[src/rtl/rapids_pkg.sv]
// rapids_pkg: shared fetch FSM encoding, buffer entry type and instruction constants.
package rapids_pkg;
    localparam int INSTR_W = 32;
    localparam logic [INSTR_W-1:0] NOP = '0;

    typedef enum logic [1:0] {IDLE, BUSY, DRAIN, HALT} fetch_state_t;

    typedef struct packed {
        logic [31:0]        addr;
        logic [INSTR_W-1:0] data;
        logic               segv;
    } fetch_entry_t;

    function automatic fetch_entry_t mk_entry(input logic [31:0] addr, input logic [INSTR_W-1:0] data, input logic segv);
        fetch_entry_t e;
        e.addr = addr;
        e.data = data;
        e.segv = segv;
        return e;
    endfunction
endpackage

[src/rtl/instr_fetch_if.sv]
// instr_fetch_if: instruction-memory port plus the controlpath fetch signals.
interface instr_fetch_if;
    import rapids_pkg::*;
    logic               pc_inc;
    logic               flush;
    logic [31:0]        flush_pc;
    logic               mem_req;
    logic [31:0]        mem_addr;
    logic               mem_ack;
    logic [INSTR_W-1:0] mem_rdata;
    logic               mem_fault;
    logic [INSTR_W-1:0] instruction;
    logic               wait_instr;
    logic               instr_segv;
    logic [31:0]        pc_out;

    modport master (
        input  pc_inc, flush, flush_pc, mem_ack, mem_rdata, mem_fault,
        output mem_req, mem_addr, instruction, wait_instr, instr_segv, pc_out
    );

    modport slave (
        output pc_inc, flush, flush_pc, mem_ack, mem_rdata, mem_fault,
        input  mem_req, mem_addr, instruction, wait_instr, instr_segv, pc_out
    );
endinterface

[src/rtl/fetch_fifo.sv]
// fetch_fifo: circular prefetch buffer with push/pop/clear; clear wins over push and pop.
module fetch_fifo
    import rapids_pkg::*;
#(
    parameter int DEPTH = 2
) (
    input  logic                           clk,
    input  logic                           rst,
    input  logic                           i_push,
    input  logic                           i_pop,
    input  logic                           i_clear,
    input  fetch_entry_t                   i_entry,
    output fetch_entry_t                   o_head,
    output logic [$clog2(DEPTH + 1)-1:0]   o_count
);
    localparam int AW = $clog2(DEPTH);
    localparam int CW = $clog2(DEPTH + 1);

    fetch_entry_t   r_mem [DEPTH];
    logic [AW-1:0]  r_head, r_tail;
    logic [CW-1:0]  r_count;
    logic           w_push, w_pop;

    assign w_pop   = i_pop && r_count != '0;
    assign w_push  = i_push && (r_count != CW'(DEPTH) || w_pop);
    assign o_head  = r_mem[r_head];
    assign o_count = r_count;

    always_ff @(posedge clk) begin
        if (w_push && !i_clear)
            r_mem[r_tail] <= i_entry;
    end

    // pointers wrap naturally because DEPTH is a power of two
    always_ff @(posedge clk) begin
        if (rst || i_clear) begin
            r_head  <= '0;
            r_tail  <= '0;
            r_count <= '0;
        end else begin
            if (w_push)
                r_tail <= r_tail + AW'(1);
            if (w_pop)
                r_head <= r_head + AW'(1);
            r_count <= r_count + CW'(w_push) - CW'(w_pop);
        end
    end
endmodule

[src/rtl/instr_fetch.sv]
// instr_fetch: owns the fetch PC, issues word reads and feeds the controlpath
// from a prefetch buffer; faults and out-of-range PCs become segv markers.
module instr_fetch
    import rapids_pkg::*;
#(
    parameter int          DEPTH    = 2,
    parameter logic [31:0] RESET_PC = 32'h0000_0000,
    parameter logic [31:0] PC_LIMIT = 32'h0001_0000
) (
    input logic           clk,
    input logic           rst,
    instr_fetch_if.master bus
);
    localparam int CW = $clog2(DEPTH + 1);

    fetch_state_t  r_state;
    logic [31:0]   r_fetch_pc, r_addr;
    logic          r_req;
    logic          w_empty, w_pop, w_space, w_illegal, w_issue, w_take, w_push;
    logic [CW-1:0] w_count;
    fetch_entry_t  w_entry, w_head;

    assign w_empty   = w_count == '0;
    assign w_pop     = bus.pc_inc && !w_empty && !bus.flush;
    assign w_space   = w_count != CW'(DEPTH) || w_pop;
    assign w_illegal = r_fetch_pc >= PC_LIMIT || r_fetch_pc[1:0] != 2'b00;
    assign w_issue   = r_state == IDLE && !bus.flush && w_space;
    assign w_take    = r_state == BUSY && bus.mem_ack && !bus.flush;
    assign w_push    = w_take || (w_issue && w_illegal);
    // an illegal PC reserves a slot exactly like a real read, so markers never overflow
    assign w_entry   = w_take ? mk_entry(r_addr, bus.mem_fault ? NOP : bus.mem_rdata, bus.mem_fault)
                              : mk_entry(r_fetch_pc, NOP, 1'b1);

    fetch_fifo #(.DEPTH(DEPTH)) u_fifo (
        .clk     (clk),
        .rst     (rst),
        .i_push  (w_push),
        .i_pop   (w_pop),
        .i_clear (bus.flush),
        .i_entry (w_entry),
        .o_head  (w_head),
        .o_count (w_count)
    );

    assign bus.mem_req     = r_req;
    assign bus.mem_addr    = r_addr;
    assign bus.instruction = w_empty ? NOP : w_head.data;
    assign bus.wait_instr  = w_empty;
    assign bus.instr_segv  = !w_empty && w_head.segv;
    assign bus.pc_out      = w_empty ? r_fetch_pc : w_head.addr;

    always_ff @(posedge clk) begin
        if (rst) begin
            r_state    <= IDLE;
            r_fetch_pc <= RESET_PC;
            r_addr     <= RESET_PC;
            r_req      <= 1'b0;
        end else begin
            case (r_state)
                IDLE: begin
                    if (bus.flush)
                        r_fetch_pc <= bus.flush_pc;
                    else if (w_space && w_illegal)
                        r_state <= HALT;
                    else if (w_space) begin
                        r_req   <= 1'b1;
                        r_addr  <= r_fetch_pc;
                        r_state <= BUSY;
                    end
                end
                BUSY: begin
                    if (bus.flush) begin
                        r_fetch_pc <= bus.flush_pc;
                        r_req      <= !bus.mem_ack;
                        r_state    <= bus.mem_ack ? IDLE : DRAIN;
                    end else if (bus.mem_ack) begin
                        r_req      <= 1'b0;
                        r_state    <= bus.mem_fault ? HALT : IDLE;
                        r_fetch_pc <= bus.mem_fault ? r_fetch_pc : r_fetch_pc + 32'd4;
                    end
                end
                // the bus cannot cancel a read, so wait for its ack and drop the data
                DRAIN: begin
                    if (bus.flush)
                        r_fetch_pc <= bus.flush_pc;
                    if (bus.mem_ack) begin
                        r_req   <= 1'b0;
                        r_state <= IDLE;
                    end
                end
                HALT: begin
                    if (bus.flush) begin
                        r_fetch_pc <= bus.flush_pc;
                        r_state    <= IDLE;
                    end
                end
                default: r_state <= IDLE;
            endcase
        end
    end
endmodule

[src/flat_wrapper.sv]
// flat-port wrapper written by rule: the top's interface ports become plain ports
module instr_fetch_flat import rapids_pkg::*;
#(
    parameter int          DEPTH    = 2,
    parameter logic [31:0] RESET_PC = 32'h0000_0000,
    parameter logic [31:0] PC_LIMIT = 32'h0001_0000
)
  (clk, rst, bus_pc_inc, bus_flush, bus_flush_pc, bus_mem_ack, bus_mem_rdata, bus_mem_fault, bus_mem_req, bus_mem_addr, bus_instruction, bus_wait_instr, bus_instr_segv, bus_pc_out);
  instr_fetch_if bus_i ();
  input logic clk;
  input logic rst;
  input wire logic [$bits(bus_i.pc_inc)-1:0] bus_pc_inc;
  input wire logic [$bits(bus_i.flush)-1:0] bus_flush;
  input wire logic [$bits(bus_i.flush_pc)-1:0] bus_flush_pc;
  input wire logic [$bits(bus_i.mem_ack)-1:0] bus_mem_ack;
  input wire logic [$bits(bus_i.mem_rdata)-1:0] bus_mem_rdata;
  input wire logic [$bits(bus_i.mem_fault)-1:0] bus_mem_fault;
  output wire logic [$bits(bus_i.mem_req)-1:0] bus_mem_req;
  output wire logic [$bits(bus_i.mem_addr)-1:0] bus_mem_addr;
  output wire logic [$bits(bus_i.instruction)-1:0] bus_instruction;
  output wire logic [$bits(bus_i.wait_instr)-1:0] bus_wait_instr;
  output wire logic [$bits(bus_i.instr_segv)-1:0] bus_instr_segv;
  output wire logic [$bits(bus_i.pc_out)-1:0] bus_pc_out;
  assign bus_i.pc_inc = bus_pc_inc;
  assign bus_i.flush = bus_flush;
  assign bus_i.flush_pc = bus_flush_pc;
  assign bus_i.mem_ack = bus_mem_ack;
  assign bus_i.mem_rdata = bus_mem_rdata;
  assign bus_i.mem_fault = bus_mem_fault;
  assign bus_mem_req = bus_i.mem_req;
  assign bus_mem_addr = bus_i.mem_addr;
  assign bus_instruction = bus_i.instruction;
  assign bus_wait_instr = bus_i.wait_instr;
  assign bus_instr_segv = bus_i.instr_segv;
  assign bus_pc_out = bus_i.pc_out;
  instr_fetch #(.DEPTH(DEPTH), .RESET_PC(RESET_PC), .PC_LIMIT(PC_LIMIT)) u_core (.clk(clk), .rst(rst), .bus(bus_i));
endmodule
[config.mk]
export PLATFORM = sky130hd
export DESIGN_NAME = instr_fetch_flat
export DESIGN_NICKNAME = d
export VERILOG_FILES = /design/src/rtl/rapids_pkg.sv /design/src/rtl/instr_fetch_if.sv /design/src/rtl/fetch_fifo.sv /design/src/rtl/instr_fetch.sv /design/src/flat_wrapper.sv
export SDC_FILE = /design/constraint.sdc
export NUM_CORES = 1
export LEC_CHECK = 0
export CORE_MARGIN = 2
export CORE_UTILIZATION = 30
export CTS_BUF_LIST = sky130_fd_sc_hd__clkbuf_8
export DETAILED_ROUTE_END_ITERATION = 16
export SYNTH_ARGS = -nofsm -noshare
export SYNTH_HDL_FRONTEND = slang
export SYNTH_HIERARCHICAL = 1
export SYNTH_SLANG_ARGS = --single-unit
[constraint.sdc]
create_clock -name clk -period 9.43 [get_ports clk]
set_clock_uncertainty 0.2 [all_clocks]
set_input_delay 0.943 -clock clk [delete_from_list [all_inputs] [get_ports clk]]
set_output_delay 0.943 -clock clk [all_outputs]
set_load 0.02 [all_outputs]
======== Word level (Yosys, flattened, before mapping) ========
Memories as Yosys holds them, arrays and structs flattened. A register that Yosys moved wholly into a read port is not among the register bits.
Index checks and enable logic that the tools add are counted.
storage, ports and cells
  bits in registers ....................... 71
  bits in writable memories ............... 130
  bits of input ports ..................... 70
  output and inout port bits .............. 99
  word-level logic and storage cells ...... 88
  memories ................................ 1
memory list
  name                 words  bits a word  rd ports  clocked after memory_dff  write ports  RTL line          RTL
  u_core.u_fifo.r_mem  2      65           1         1                         1            fetch_fifo.sv:19  fetch_entry_t r_mem [DEPTH];
cells by class
  $add $sub $neg .......................... 5
  order comparisons ....................... 1
  eq/ne operators ......................... 13
  mux-type cells .......................... 29
  bitwise logic cells ..................... 2
  reduce and logical (&&, ||, !) cells .... 30
operator list
  kind                   number
  $mux 32                7
  $mux 65                1
  $pmux 32 s2            1
  $add 32x3->32 const B  1
  $ge 32x17->1 const B   1
  $mux 2                 9
  $logic_and 1x1->1      12
  $ne 2x2->1 const B     5
  $mux 1                 9
  $pmux 2 s4             1
  $reduce_and 4->1       2
  $ne 3x3->1 const B     2
  $logic_or 1x1->1       5
  $reduce_and 5->1       1
  $eq 2x2->1 const B     2
  $logic_not 2->1        2
  $ne 2x1->1 const B     2
  $reduce_bool 2->1      2
  $logic_not 1->1        3
  $ne 3x2->1 const B     1
  $pmux 1 s3             1
  $reduce_and 3->1       1
  $reduce_bool 3->1      1
  $reduce_or 3->1        1
  other kinds (5)        7

======== Longest topological paths before layout ========
Gate-level depths: netlist (run 1).
  depth after elaboration ................. 12
  gate-level depth with buffers ........... 11
  mapped depth without buffers ............ 8

======== Cells and area by module ========
Netlist (run 1), hierarchy kept.
by module, submodules not included
  module       instances  cells an instance  area each (um2)  sequential area each (um2)
  fetch_fifo   1          228                5144.9           4003.8
  instr_fetch  1          514                4400.5           1341.3

======== Least setup slack after synthesis (run 1) ========
No wires, ideal clock.
  path type ............................... input -> register
  from .................................... input bus_flush
  to ...................................... memory u_core/u_fifo/r_mem[1][0] (netlist name) (enable)
  library setup time ...................... 0.583 ns
  arrival time ............................ 6.890 ns
  required time ........................... 8.647 ns
  path slack .............................. 1.757 ns
  stages .................................. 8
  path buffers ............................ 3
  cell sequence ........................... clkbuf_1 > nor2b_1 > clkbuf_1 > nand2_1 > clkbuf_1 > o21ai_0 > nand2b_4 > nor3b_1
on the way
  word-level cells in the longest chain between the ends .. 10
  elaborated cells between the ends (all ways) .. 14
  classes of those cells .................. mux (2); reduce/logical (12)
ends and longest elaborated chain
  what                              RTL line                                                 RTL
  start: declaration                flat_wrapper.sv:13                                       input wire logic [$bits(bus_i.flush)-1:0] bus_flush;
  $logic_not 1->1 (*)               instr_fetch.sv:24, instr_fetch.sv:27, instr_fetch.sv:28
  $logic_and 1x1->1                 instr_fetch.sv:24                                        assign w_pop = bus.pc_inc && !w_empty && !bus.flush;
  $logic_or 1x1->1                  instr_fetch.sv:25                                        assign w_space = w_count != CW'(DEPTH) || w_pop;
  $logic_and 1x1->1                 instr_fetch.sv:27                                        assign w_issue = r_state == IDLE && !bus.flush && w_space;
  $logic_and 1x1->1                 instr_fetch.sv:29                                        assign w_push = w_take || (w_issue && w_illegal);
  $logic_or 1x1->1 (*)              instr_fetch.sv:29
  net u_core.w_push                 instr_fetch.sv:19                                        logic w_empty, w_pop, w_space, w_illegal, w_issue, w_take, w_push;
  $logic_and 1x1->1 (*)             fetch_fifo.sv:25                                         assign w_push = i_push && (r_count != CW'(DEPTH) || w_pop);
  $logic_and 1x1->1 (*)             fetch_fifo.sv:30                                         if (w_push && !i_clear)
  $mux 1 (*)                        fetch_fifo.sv:30
  $mux 1 (implied by the code) (*)  fetch_fifo.sv:31                                         r_mem[r_tail] <= i_entry;
  end: declaration                  fetch_fifo.sv:19
The timed path passes the listed nets; every way through them passes the cells marked *.

==> out/qor.tcl, run 1 <==
set qor(outcome) {finished clean}
set qor(power_density_nw_per_um2) 194.1
set qor(edff_count_synth) 130
set qor(cts_root_buf) {clkbuf_8}
set qor(clkLatencyLatePin_ns) 0.52
set qor(post-dp-hpwl_microns) 16000
set qor(antenna_found_initial) 0
set qor(worst_r2r_endpoint) {u_core/u_fifo/r_mem[1][60]}
set qor(period_share_pct) 45.58
set qor(report.final.setup_viol) 0
set qor(antenna_violating_nets_post_route) 0
set qor(grt_most_used_layer) {met2}
set qor(cp_data_arrival_time_ns) 3.16
set qor(grt_start_max_net_pins) 57
set qor(cp-endpoint) {bus_pc_out[31]}
set qor(timing.critical_path.required_ns) 8.29
set qor(h-tree-depth) 2
set qor(prevailing_post_synth_register_cell) {edfxtp_1}
set qor(die_width_microns) 182.4
set qor(gpl.final_weighted_congestion) 0.7976
set qor(cts_tree) {yes}
set qor(floorplan.die_area_sq_um) 33260
set qor(synth-seq-area-share_pct) 56.00
set qor(worst_setup_path_start_kind) {flop}
set qor(layout_min_cycle_time_ns) 4.298
set qor(path_clk_slew_ns) 0.06
set qor(power.leakage_nw) 4.405
set qor(io_buffers) 168
set qor(crit_path_max_fanout) 50
set qor(groute.usage.overall_pct) 14.22
set qor(grt_setup_unrepaired) {no}
set qor(post-cts-setup-buffer-count) 0
set qor(fin_nets) 988
set qor(ratio_of_cells_with_drive_above_1_in_the_final_layout_pct) 22.79
set qor(worst_r2r_path_depth) 8
set qor(avgViaCountPerCell) 4.703
set qor(detailroute.via_count) 6307
set qor(power_switching_share_pct) 27.01
set qor(yosysWarnings) 6
set qor(fraction_of_synthesis_flops_using_an_asynchronous_set_or_reset_pin_pct) 0
set qor(max-cap-violations) 0
set qor(worstSetupEndpointType) {output pin}
set qor(row_count) 65
set qor(number_of_distinct_library_cells_after_synthesis) 60
set qor(initial_core_utilization_pct) 30.33
set qor(drc) 0
set qor(numClockSinks) 202
set qor(dp_cells) 1274
set qor(postSynthRegisterBits) 202
set qor(post_synth.cell_area_avg_sq_um) 12.86
set qor(timing_hold_violations_final) 0
set qor(max-vdd-ir-drop_uv) 73.40
set qor(ctsResizeCount) 0
set qor(synth_cells) 742
set qor(grt.met3_usage_pct) 2.554
set qor(syn_area_sq_um) 9545
set qor(critical_path.reg2reg.startpoint) {u_core/r_state[1]}
set qor(timing_worst_setup_path_type) {flop to output pin}
set qor(cts_buffers) 37
set qor(wire_length_of_the_first_global_routing_pass_microns) 36610
set qor(totalNegativeSetupSlack_ns) 0
set qor(post_drt_wl_per_cell_microns) 17.94
set qor(drt_pre_antenna_iters) 4
set qor(syn_nets) 819
set qor(power_frac_seq_pct) 44.7
set qor(num_io_pins) 169
set qor(internal_power_mw) 1.752
set qor(floorplan_die_height_microns) 182.4
set qor(initial_drc_count) 320
set qor(core_area_sq_um) 31470
set qor(layout.cells.non_filler) 1341
set qor(share_clk_of_total_power_pct) 35.2
set qor(total_switching_power_mw) 0.6485
set qor(maxClockFrequency_mhz) 232.7
set qor(gr-total-overflow) 0
set qor(r2r_slack_ns) 5.56
set qor(max-slew-margin-rel_pct) 21.17
set qor(timing_worst_slew_pin_value_ns) 1.178
set qor(holdCritPathClass) {flop to flop}
set qor(pwr-share-comb_pct) 20.2
set qor(antenna_cells_inserted) 0
set qor(via_count_of_the_first_global_routing_pass) 6370
set qor(groute.layer.met2.usage_pct) 22.38
set qor(area_added_between_synthesis_and_finish_pct) 29.55
set qor(routed_wl_microns) 24060
set qor(clock_tree.buffer_depth) 3
set qor(drv_slew) 0
set qor(grt_util_met1_pct) 19.90
set qor(cts_hold_buffers) 0
[worst min-delay path by stage]
stage | slack [ns] | cells past startpoint | start | endpoint
global route | 0.31 | 1 | u_core/bus.mem_addr[24] | u_core/bus.mem_addr[24]
floorplan | 0.26 | 2 | u_core/u_fifo/r_tail | u_core/u_fifo/r_tail
global placement | 0.27 | 1 | u_core/bus.mem_addr[24] | u_core/bus.mem_addr[24]
detailed placement | 0.28 | 1 | u_core/bus.mem_addr[24] | u_core/bus.mem_addr[24]
finish | 0.29 | 1 | u_core/bus.mem_addr[20] | u_core/bus.mem_addr[20]
CTS | 0.29 | 1 | u_core/bus.mem_addr[24] | u_core/bus.mem_addr[24]
[registers in the layout (all words and copies together) (netlist names), named ones only]
| register | count |
|---|---|
| u_core/bus.mem_addr | 32 |
| u_core/bus.mem_req | 1 |
| u_core/r_fetch_pc | 32 |
| u_core/r_state | 2 |
| u_core/u_fifo/o_count | 2 |
| u_core/u_fifo/r_head | 1 |
| u_core/u_fifo/r_mem | 130 |
| u_core/u_fifo/r_tail | 1 |
[worst max-delay path, stage by stage, from the launching register on]
cell and delay, ns:
dfxtp_4 0.55, buf_4 0.76, mux2_2 0.41, mux2_2 0.28, clkdlybuf4s50_1 0.55
[layout make-up]
cell class,instances,area [sq um]
multi-input combinational,476,3939
tap,402,503.0
clock buffer,41,564.3
sequential,202,5349
inverter,16,60.06
fill,3023,19110
clock inverter,26,198.9
timing repair buffer,178,1752
[layout by cell type (no fill, tap or decap), types with 7 or more instances in the layout]
cell type        netlist  routed
clkdlybuf4s50_1        0     167
edfxtp_1             130     130
mux2_2                81      81
dfxtp_1               72      71
and2_1                51      51
mux2_4                50      50
nor2_1                44      43
clkbuf_8               0      41
nor2b_1               34      34
nand2_1               30      30
inv_1                 16      25
mux2i_1               18      18
o21ai_0               15      15
a211oi_1              15      15
a21oi_1               15      15
xnor2_1               13      13
nand4_1               12      12
buf_4                  1      10
nand3_1                9       9
xor2_1                 9       9
nor3_1                 9       8
nor4_1                 7       7
ha_1                   7       7
[metrics by stage]
stage | setup slack, ns | hold slack (ns) | util [%] | area (sq um) | power [mW]
floorplan | 1.758 | 0.2555 | - | 9545 | 1.386
global placement | 4.709 | 0.2691 | 36.86 | 11600 | 1.573
detailed placement | 4.620 | 0.2779 | 36.86 | 11600 | 1.578
CTS | 5.089 | 0.2932 | 39.29 | 12370 | 2.439
global route | 4.949 | 0.3087 | 39.29 | 12370 | 2.510
finish | 5.132 | 0.2876 | 39.29 | 12370 | 2.401
[cell usage after synthesis (all sizes together) (3+ instances only)]
cell	count	area [sq um]
a21oi	15	75.07
and3	5	31.28
and2	51	319.1
xnor2	13	113.9
inv	16	60.06
dfxtp	72	1441
nor3b	5	42.54
xor2	9	78.83
o21ai	15	75.07
edfxtp	130	3904
nor3	10	55.05
buf	16	113.9
nor4	11	102.6
or2	3	18.77
a21o	3	22.52
mux2i	18	180.2
nor2	44	165.2
clkbuf	32	120.1
nor2b	34	212.7
mux2	131	1663
a211oi	16	125.1
nand3	9	45.04
nand2	30	112.6
nand4	14	108.9
ha	7	87.58
or4	3	22.52
[power by group through the flow]
stage          Clock (mW)  Combinational, mW  Sequential (mW)
2_1_floorplan           0              0.307             1.08
3_3_place_gp            0              0.487             1.09
3_5_place_dp            0              0.488             1.09
4_1_cts             0.875              0.492             1.07
5_1_grt             0.911              0.520             1.08
6_report            0.845              0.484             1.07
[layer usage]
layer	wire length (microns)	part of all wire [%]
met1	11420	47
met2	10950	46
met3	1177	4.9
met4	507	2.1
met5	0	0
[cell families (layout without fill, tap and decap cells)]
group | Yosys count | count (layout) | share of synthesized area (%)
flops | 202 | 202 | 56.00
fa+ha+maj | 7 | 7 | 0.9175
simple gates | 232 | 232 | 14.12
compound gates | 66 | 66 | 4.562
xor+xnor | 22 | 22 | 2.019
buf+inv | 64 | 261 | 3.080
mux | 149 | 149 | 19.31
(Power assumes the default switching activity.)
==> run 2: changes to the inputs <==
clock period = 3.75 ns   (was 9.43 ns; I/O delays follow)
==> run 2 against run 1 <==
Against the previous run: critical path depth unchanged; worst hold slack lost 0.066 ns; worst setup slack got worse by 4.6 ns; via count up 0.46%.
==> out/qor.tcl, run 2 (synthesized netlist as in run 1, its figures left out) <==
set qor(power_density_nw_per_um2) 477.7 ;# was 194.1 nW/um^2
set qor(crit_path_max_fanout) 35 ;# was 50
set qor(worst_setup_path_start_kind) {flop} ;# unchanged
set qor(totalNegativeSetupSlack_ns) 0 ;# unchanged
set qor(ctsResizeCount) 0 ;# unchanged
set qor(setup_slack_ns) 0.5166 ;# was 5.132 ns
set qor(layout_min_cycle_time_ns) 3.233
set qor(report.final.setup_viol) 0 ;# unchanged
set qor(max-cap-violations) 0 ;# unchanged
set qor(power.leakage_nw) 4.501 ;# was 4.405 nW
set qor(worstHoldStart) {rst} ;# was u_core/bus.mem_addr[20]
set qor(ratio_of_cells_with_drive_above_1_in_the_final_layout_pct) 23.58 ;# was 22.79%
set qor(worstPathBufferInverterCount) 2 ;# unchanged
set qor(fin_nets) 1000 ;# was 988
set qor(clock_tree.buffer_depth) 3 ;# unchanged
set qor(worst_path_max_delay_cell) {dfxtp_4} ;# was buf_4
set qor(drt_pre_antenna_iters) 4 ;# unchanged
set qor(layout_common_cells) {clkdlybuf4s50_1 (167), edfxtp_1 (130), mux2_2 (81)} ;# unchanged
set qor(gpl.final_weighted_congestion) 0.7907 ;# was 0.7976
set qor(avgViaCountPerCell) 4.683 ;# was 4.703
set qor(dp_cells) 1286 ;# was 1,274
set qor(drv_slew) 0 ;# unchanged
set qor(routed_wl_microns) 24310 ;# was 24,060 microns
set qor(die_width_microns) 182.4 ;# unchanged
set qor(min_delay_path_depth) 2 ;# was 1
set qor(outcome) {finished clean} ;# unchanged
set qor(grt_start_max_net_pins) 54 ;# was 57
set qor(timing_worst_slew_pin_value_ns) 0.7426 ;# was 1.178 ns
set qor(largest-register) {u_core/u_fifo/r_mem} ;# unchanged
set qor(cts_root_buf) {clkbuf_8} ;# unchanged
set qor(area_added_between_synthesis_and_finish_pct) 30.72 ;# was 29.55%
set qor(grt_setup_unrepaired) {no} ;# unchanged
set qor(cts_buffers) 37 ;# unchanged
set qor(initial_core_utilization_pct) 30.33 ;# unchanged
set qor(cp_data_arrival_time_ns) 2.66 ;# was 3.16 ns
set qor(largest_register_ffs) 130 ;# unchanged
set qor(total_power_mw) 5.961 ;# was 2.401 mW
set qor(worst_path_dominant_cell_family) {buffers and inverters} ;# unchanged
set qor(antenna_found_initial) 1 ;# was 0
set qor(h-tree-depth) 2 ;# unchanged
set qor(worst_r2r_path_depth) 6 ;# was 8
set qor(gr-total-overflow) 0 ;# unchanged
set qor(core_area_sq_um) 31470 ;# unchanged
set qor(critical_path.reg2reg.startpoint) {u_core/r_fetch_pc[3]} ;# was u_core/r_state[1]
set qor(mostFrequentLayoutCell) {clkdlybuf4s50_1} ;# unchanged
set qor(timing_hold_violations_final) 0 ;# unchanged
set qor(maxClockFrequency_mhz) 309.3
set qor(fillers) 2984 ;# was 3,023
set qor(row_count) 65 ;# unchanged
set qor(cts_tree) {yes} ;# unchanged
set qor(detailroute.via_count) 6336 ;# was 6,307
set qor(max-slew-margin-rel_pct) 50.49 ;# was 21.17%
set qor(groute.usage.overall_pct) 14.37 ;# was 14.22%
set qor(holdCritPathClass) {primary input to flop} ;# was flop to flop
set qor(clkLatencyLatePin_ns) 0.51 ;# was 0.52 ns
set qor(layout.cells.non_filler) 1353 ;# was 1,341
set qor(fin_worst_hold_slack_ns) 0.2214 ;# was 0.2876 ns
set qor(antenna_violating_nets_post_route) 0 ;# unchanged
set qor(drc) 0 ;# unchanged
set qor(detailedPlace.worstSlack_ns) 0.9236 ;# was 4.620 ns
set qor(floorplan.die_area_sq_um) 33260 ;# unchanged
set qor(cts_hold_buffers) 0 ;# unchanged
set qor(worstSetupEndpointType) {output pin} ;# unchanged
set qor(post_drt_wl_per_cell_microns) 17.97 ;# was 17.94 microns
set qor(max-vdd-ir-drop_uv) 244.2 ;# was 73.40 uV
set qor(path_clk_slew_ns) 0.06 ;# about the same
set qor(numClockSinks) 202 ;# unchanged
set qor(floorplan_die_height_microns) 182.4 ;# unchanged
set qor(place_area_sq_um) 11750 ;# was 11,600 sq um
set qor(layout.core_utilization_pct) 39.65 ;# was 39.29%
set qor(initial_drc_count) 298 ;# was 320
set qor(num_io_pins) 169 ;# unchanged
set qor(timing_worst_setup_path_type) {flop to output pin} ;# unchanged
set qor(wire_length_of_the_first_global_routing_pass_microns) 36750 ;# was 36,610 microns
set qor(cp_cell_sequence) {buf_4 -> mux2_4 -> nor2b_1 -> clkdlybuf4s50_1} ;# was buf_4 -> mux2_2 -> mux2_2 -> clkdlybuf4s50_1
set qor(via_count_of_the_first_global_routing_pass) 6431 ;# was 6,370
set qor(period_share_pct) 86.23
set qor(critical-path-max-stage-delay_ns) 0.80 ;# was 0.76 ns
set qor(number_of_logic_stages_on_the_critical_path_including_buffering) 4 ;# unchanged
set qor(layout.cell_area.non_filler_sq_um) 12480 ;# was 12,370 sq um
set qor(post-dp-hpwl_microns) 16550 ;# was 16,000 microns
set qor(io_buffers) 168 ;# unchanged
set qor(post-cts-setup-buffer-count) 0 ;# unchanged
set qor(timing.critical_path.required_ns) 3.17 ;# was 8.29 ns
run 2: cell types whose count changed in the layout (fill, tap and decap cells not counted), moves of 3 or more:
cell,change
buf_12,+3
buf_4,+9
clkbuf_8,+3
inv_1,+7
clkinv_1,-4
run 2: area by class of cell:
type | count | area, sq um | area share (%)
Tap cell | 402 | 503.0 | 4.031
Antenna cell | 1 | 2.502 | 0.02005
Sequential cell | 202 | 5349 | 42.87
Clock inverter | 22 | 116.4 | 0.9325
Timing Repair Buffer | 190 | 1879 | 15.06
Inverter | 16 | 60.06 | 0.4813
Multi-Input combinational cell | 476 | 3963 | 31.76
Clock buffer | 44 | 605.6 | 4.853
run 2: layer usage:
metal / wire, microns / share of wire, % / up-vias / global-route usage (%)
met5: 0 / 0 / - / 0
met4: 524 / 2.2 / 0 / 4.774
met3: 1366 / 5.6 / 35 / 3.073
met2: 11260 / 46 / 202 / 23.62
met1: 11160 / 46 / 3034 / 18.85
li1: - / - / 3065 / -
run 2: worst paths after layout:
check	slack, ns	end
max	0.52	bus_instruction[26]
min	0.22	u_core/bus.mem_addr[4]
max reg2reg	1.12	u_core/r_fetch_pc[26]
min reg2reg	0.28	u_core/bus.mem_addr[1]
run 2: power by group:
part	internal [mW]	switching (mW)	leakage, nW
registers	2.58	0.108	1.81
logic	0.631	0.628	2.26
clock network	1.13	0.883	0.429
==> run 3: changes to the inputs <==
CTS_BUF_LIST = not set   (was sky130_fd_sc_hd__clkbuf_8)
==> run 3 against run 2 <==
Against the previous run: sequential share of layout area up 0.052 points; global-route usage fell by 0.12 points; sequential cell count unchanged; die area unchanged; largest cell class unchanged; combinational power about the same; critical path type unchanged; via count fell by 0.99%.
==> out/qor.tcl, run 3 (synthesized netlist as in run 1, its figures left out) <==
set qor(post-cts-setup-buffer-count) 0 ;# unchanged
set qor(power_density_nw_per_um2) 486.7 ;# was 477.7 nW/um^2
set qor(path_clk_slew_ns) 0.06 ;# about the same
set qor(largest_register_ffs) 130 ;# unchanged
set qor(dp_cells) 1286 ;# unchanged
set qor(power.leakage_nw) 4.423 ;# was 4.501 nW
set qor(initial_drc_count) 344 ;# was 298
set qor(initial_core_utilization_pct) 30.33 ;# unchanged
set qor(max-vdd-ir-drop_uv) 339.8 ;# was 244.2 uV
set qor(layout.cells.non_filler) 1328 ;# was 1,353
set qor(ctsResizeCount) 0 ;# unchanged
set qor(drv_slew) 0 ;# unchanged
set qor(cp_cell_sequence) {nor2_4 -> buf_4 -> mux2_2 -> clkdlybuf4s50_1} ;# was buf_4 -> mux2_4 -> nor2b_1 -> clkdlybuf4s50_1
set qor(holdCritPathClass) {primary input to flop} ;# unchanged
set qor(avgViaCountPerCell) 4.724 ;# was 4.683
set qor(h-tree-depth) 1 ;# was 2
set qor(cp_data_arrival_time_ns) 2.67 ;# was 2.66 ns
set qor(cts_root_buf) {clkbuf_16} ;# was clkbuf_8
set qor(floorplan_die_height_microns) 182.4 ;# unchanged
set qor(timing.critical_path.required_ns) 3.17 ;# about the same
set qor(timing_hold_violations_final) 0 ;# unchanged
set qor(worst_path_max_delay_cell) {clkdlybuf4s50_1} ;# was dfxtp_4
set qor(gpl.final_weighted_congestion) 0.7907 ;# unchanged
set qor(mostFrequentLayoutCell) {clkdlybuf4s50_1} ;# unchanged
set qor(timing_worst_setup_path_type) {flop to output pin} ;# unchanged
set qor(clkLatencyLatePin_ns) 0.51 ;# about the same
set qor(routed_wl_microns) 24160 ;# was 24,310 microns
set qor(fin_nets) 986 ;# was 1,000
set qor(max-cap-violations) 0 ;# unchanged
set qor(largest-register) {u_core/u_fifo/r_mem} ;# unchanged
set qor(cts_buffers) 23 ;# was 37
set qor(cts_tree) {yes} ;# unchanged
set qor(post-dp-hpwl_microns) 16550 ;# unchanged
set qor(clock_tree.buffer_depth) 3 ;# unchanged
set qor(report.final.setup_viol) 0 ;# unchanged
set qor(via_count_of_the_first_global_routing_pass) 6285 ;# was 6,431
set qor(timing_worst_slew_pin_value_ns) 0.7219 ;# was 0.7426 ns
set qor(critical-path-max-stage-delay_ns) 0.54 ;# was 0.80 ns
set qor(worstSetupEndpointType) {output pin} ;# unchanged
set qor(cts_hold_buffers) 0 ;# unchanged
set qor(wire_length_of_the_first_global_routing_pass_microns) 36480 ;# was 36,750 microns
set qor(layout_min_cycle_time_ns) 3.241 ;# was 3.233 ns
set qor(max-slew-margin-rel_pct) 51.88 ;# was 50.49%
set qor(row_count) 65 ;# unchanged
set qor(grt_start_max_net_pins) 54 ;# unchanged
set qor(totalNegativeSetupSlack_ns) 0 ;# unchanged
set qor(maxClockFrequency_mhz) 308.6 ;# was 309.3 MHz
set qor(fillers) 2984 ;# unchanged
set qor(drt_pre_antenna_iters) 5 ;# was 4
set qor(post_drt_wl_per_cell_microns) 18.19 ;# was 17.97 microns
set qor(num_io_pins) 169 ;# unchanged
set qor(groute.usage.overall_pct) 14.25 ;# was 14.37%
set qor(core_area_sq_um) 31470 ;# unchanged
set qor(antenna_found_initial) 1 ;# unchanged
set qor(numClockSinks) 202 ;# unchanged
set qor(period_share_pct) 86.42 ;# was 86.23%
set qor(ratio_of_cells_with_drive_above_1_in_the_final_layout_pct) 22.38 ;# was 23.58%
set qor(worst_setup_path_start_kind) {flop} ;# unchanged
set qor(layout_common_cells) {clkdlybuf4s50_1 (167), edfxtp_1 (130), mux2_2 (81)} ;# unchanged
set qor(antenna_violating_nets_post_route) 0 ;# unchanged
set qor(floorplan.die_area_sq_um) 33260 ;# unchanged
set qor(die_width_microns) 182.4 ;# unchanged
set qor(grt_setup_unrepaired) {no} ;# unchanged
set qor(io_buffers) 168 ;# unchanged
set qor(area_added_between_synthesis_and_finish_pct) 30.57 ;# was 30.72%
set qor(crit_path_max_fanout) 18 ;# was 35
set qor(detailroute.via_count) 6273 ;# was 6,336
set qor(outcome) {finished clean} ;# unchanged
set qor(gr-total-overflow) 0 ;# unchanged
set qor(drc) 0 ;# unchanged
run 3: critical path: cells and delay by family, from the launching register on:
family                 cells  cell delay [ns]
buffers and inverters      2             0.87
AND/OR/NAND/NOR            1             0.52
flip-flops                 1             0.38
multiplexers               1             0.38
run 3: worst paths after layout:
kind	from	endpoint	slack, ns	depth (start not counted)
worst min register to register	u_core/bus.mem_addr[17]	u_core/bus.mem_addr[17]	0.29	1
worst max-delay path	u_core/u_fifo/o_count[0]	bus_pc_out[25]	0.51	4
worst min-delay path	rst	u_core/bus.mem_addr[4]	0.20	2
worst max register to register	u_core/r_fetch_pc[3]	u_core/r_fetch_pc[26]	1.09	6
run 3: metal layers:
metal | wire length, microns | vias up | GRT usage [%]
met1 | 11100 | 3030 | 18.98
met5 | 0 | - | 0
met3 | 1130 | 37 | 2.475
met2 | 11160 | 168 | 23.63
met4 | 769 | 0 | 4.484
li1 | - | 3038 | -
run 3: layout make-up:
cell class / instances / area, sq um / area share (%)
diodes: 1 / 2.502 / 0.02008
clock buffers: 32 / 639.4 / 5.130
clock inverters: 9 / 67.56 / 0.5421
inverters: 16 / 60.06 / 0.4819
multi-input cells: 476 / 3963 / 31.79
flip-flops and latches: 202 / 5349 / 42.92
well taps: 402 / 503.0 / 4.036
repair buffers: 190 / 1879 / 15.08
run 3: per-stage QoR:
step | util (%) | total power, mW | setup WS [ns] | hold slack [ns] | instance area [sq um]
final | 39.60 | 6.066 | 0.5094 | 0.1995 | 12460
after CTS | 39.59 | 6.146 | 0.4312 | 0.2103 | 12460
after global routing | 39.60 | 6.332 | 0.3755 | 0.2301 | 12460
after detailed placement | 37.34 | 4.004 | 0.9236 | 0.2727 | 11750
after floorplan | - | 3.495 | 0.01037 | 0.2518 | 9604
after global placement | 37.34 | 3.991 | 0.9916 | 0.2669 | 11750
run 3: power breakdown:
group,internal [mW],leakage [nW],total (mW),switching (mW)
Clock,1.25,0.351,2.12,0.870
Combinational,0.631,2.26,1.26,0.626
Sequential,2.58,1.81,2.69,0.106
Total,4.46,4.42,6.07,1.60
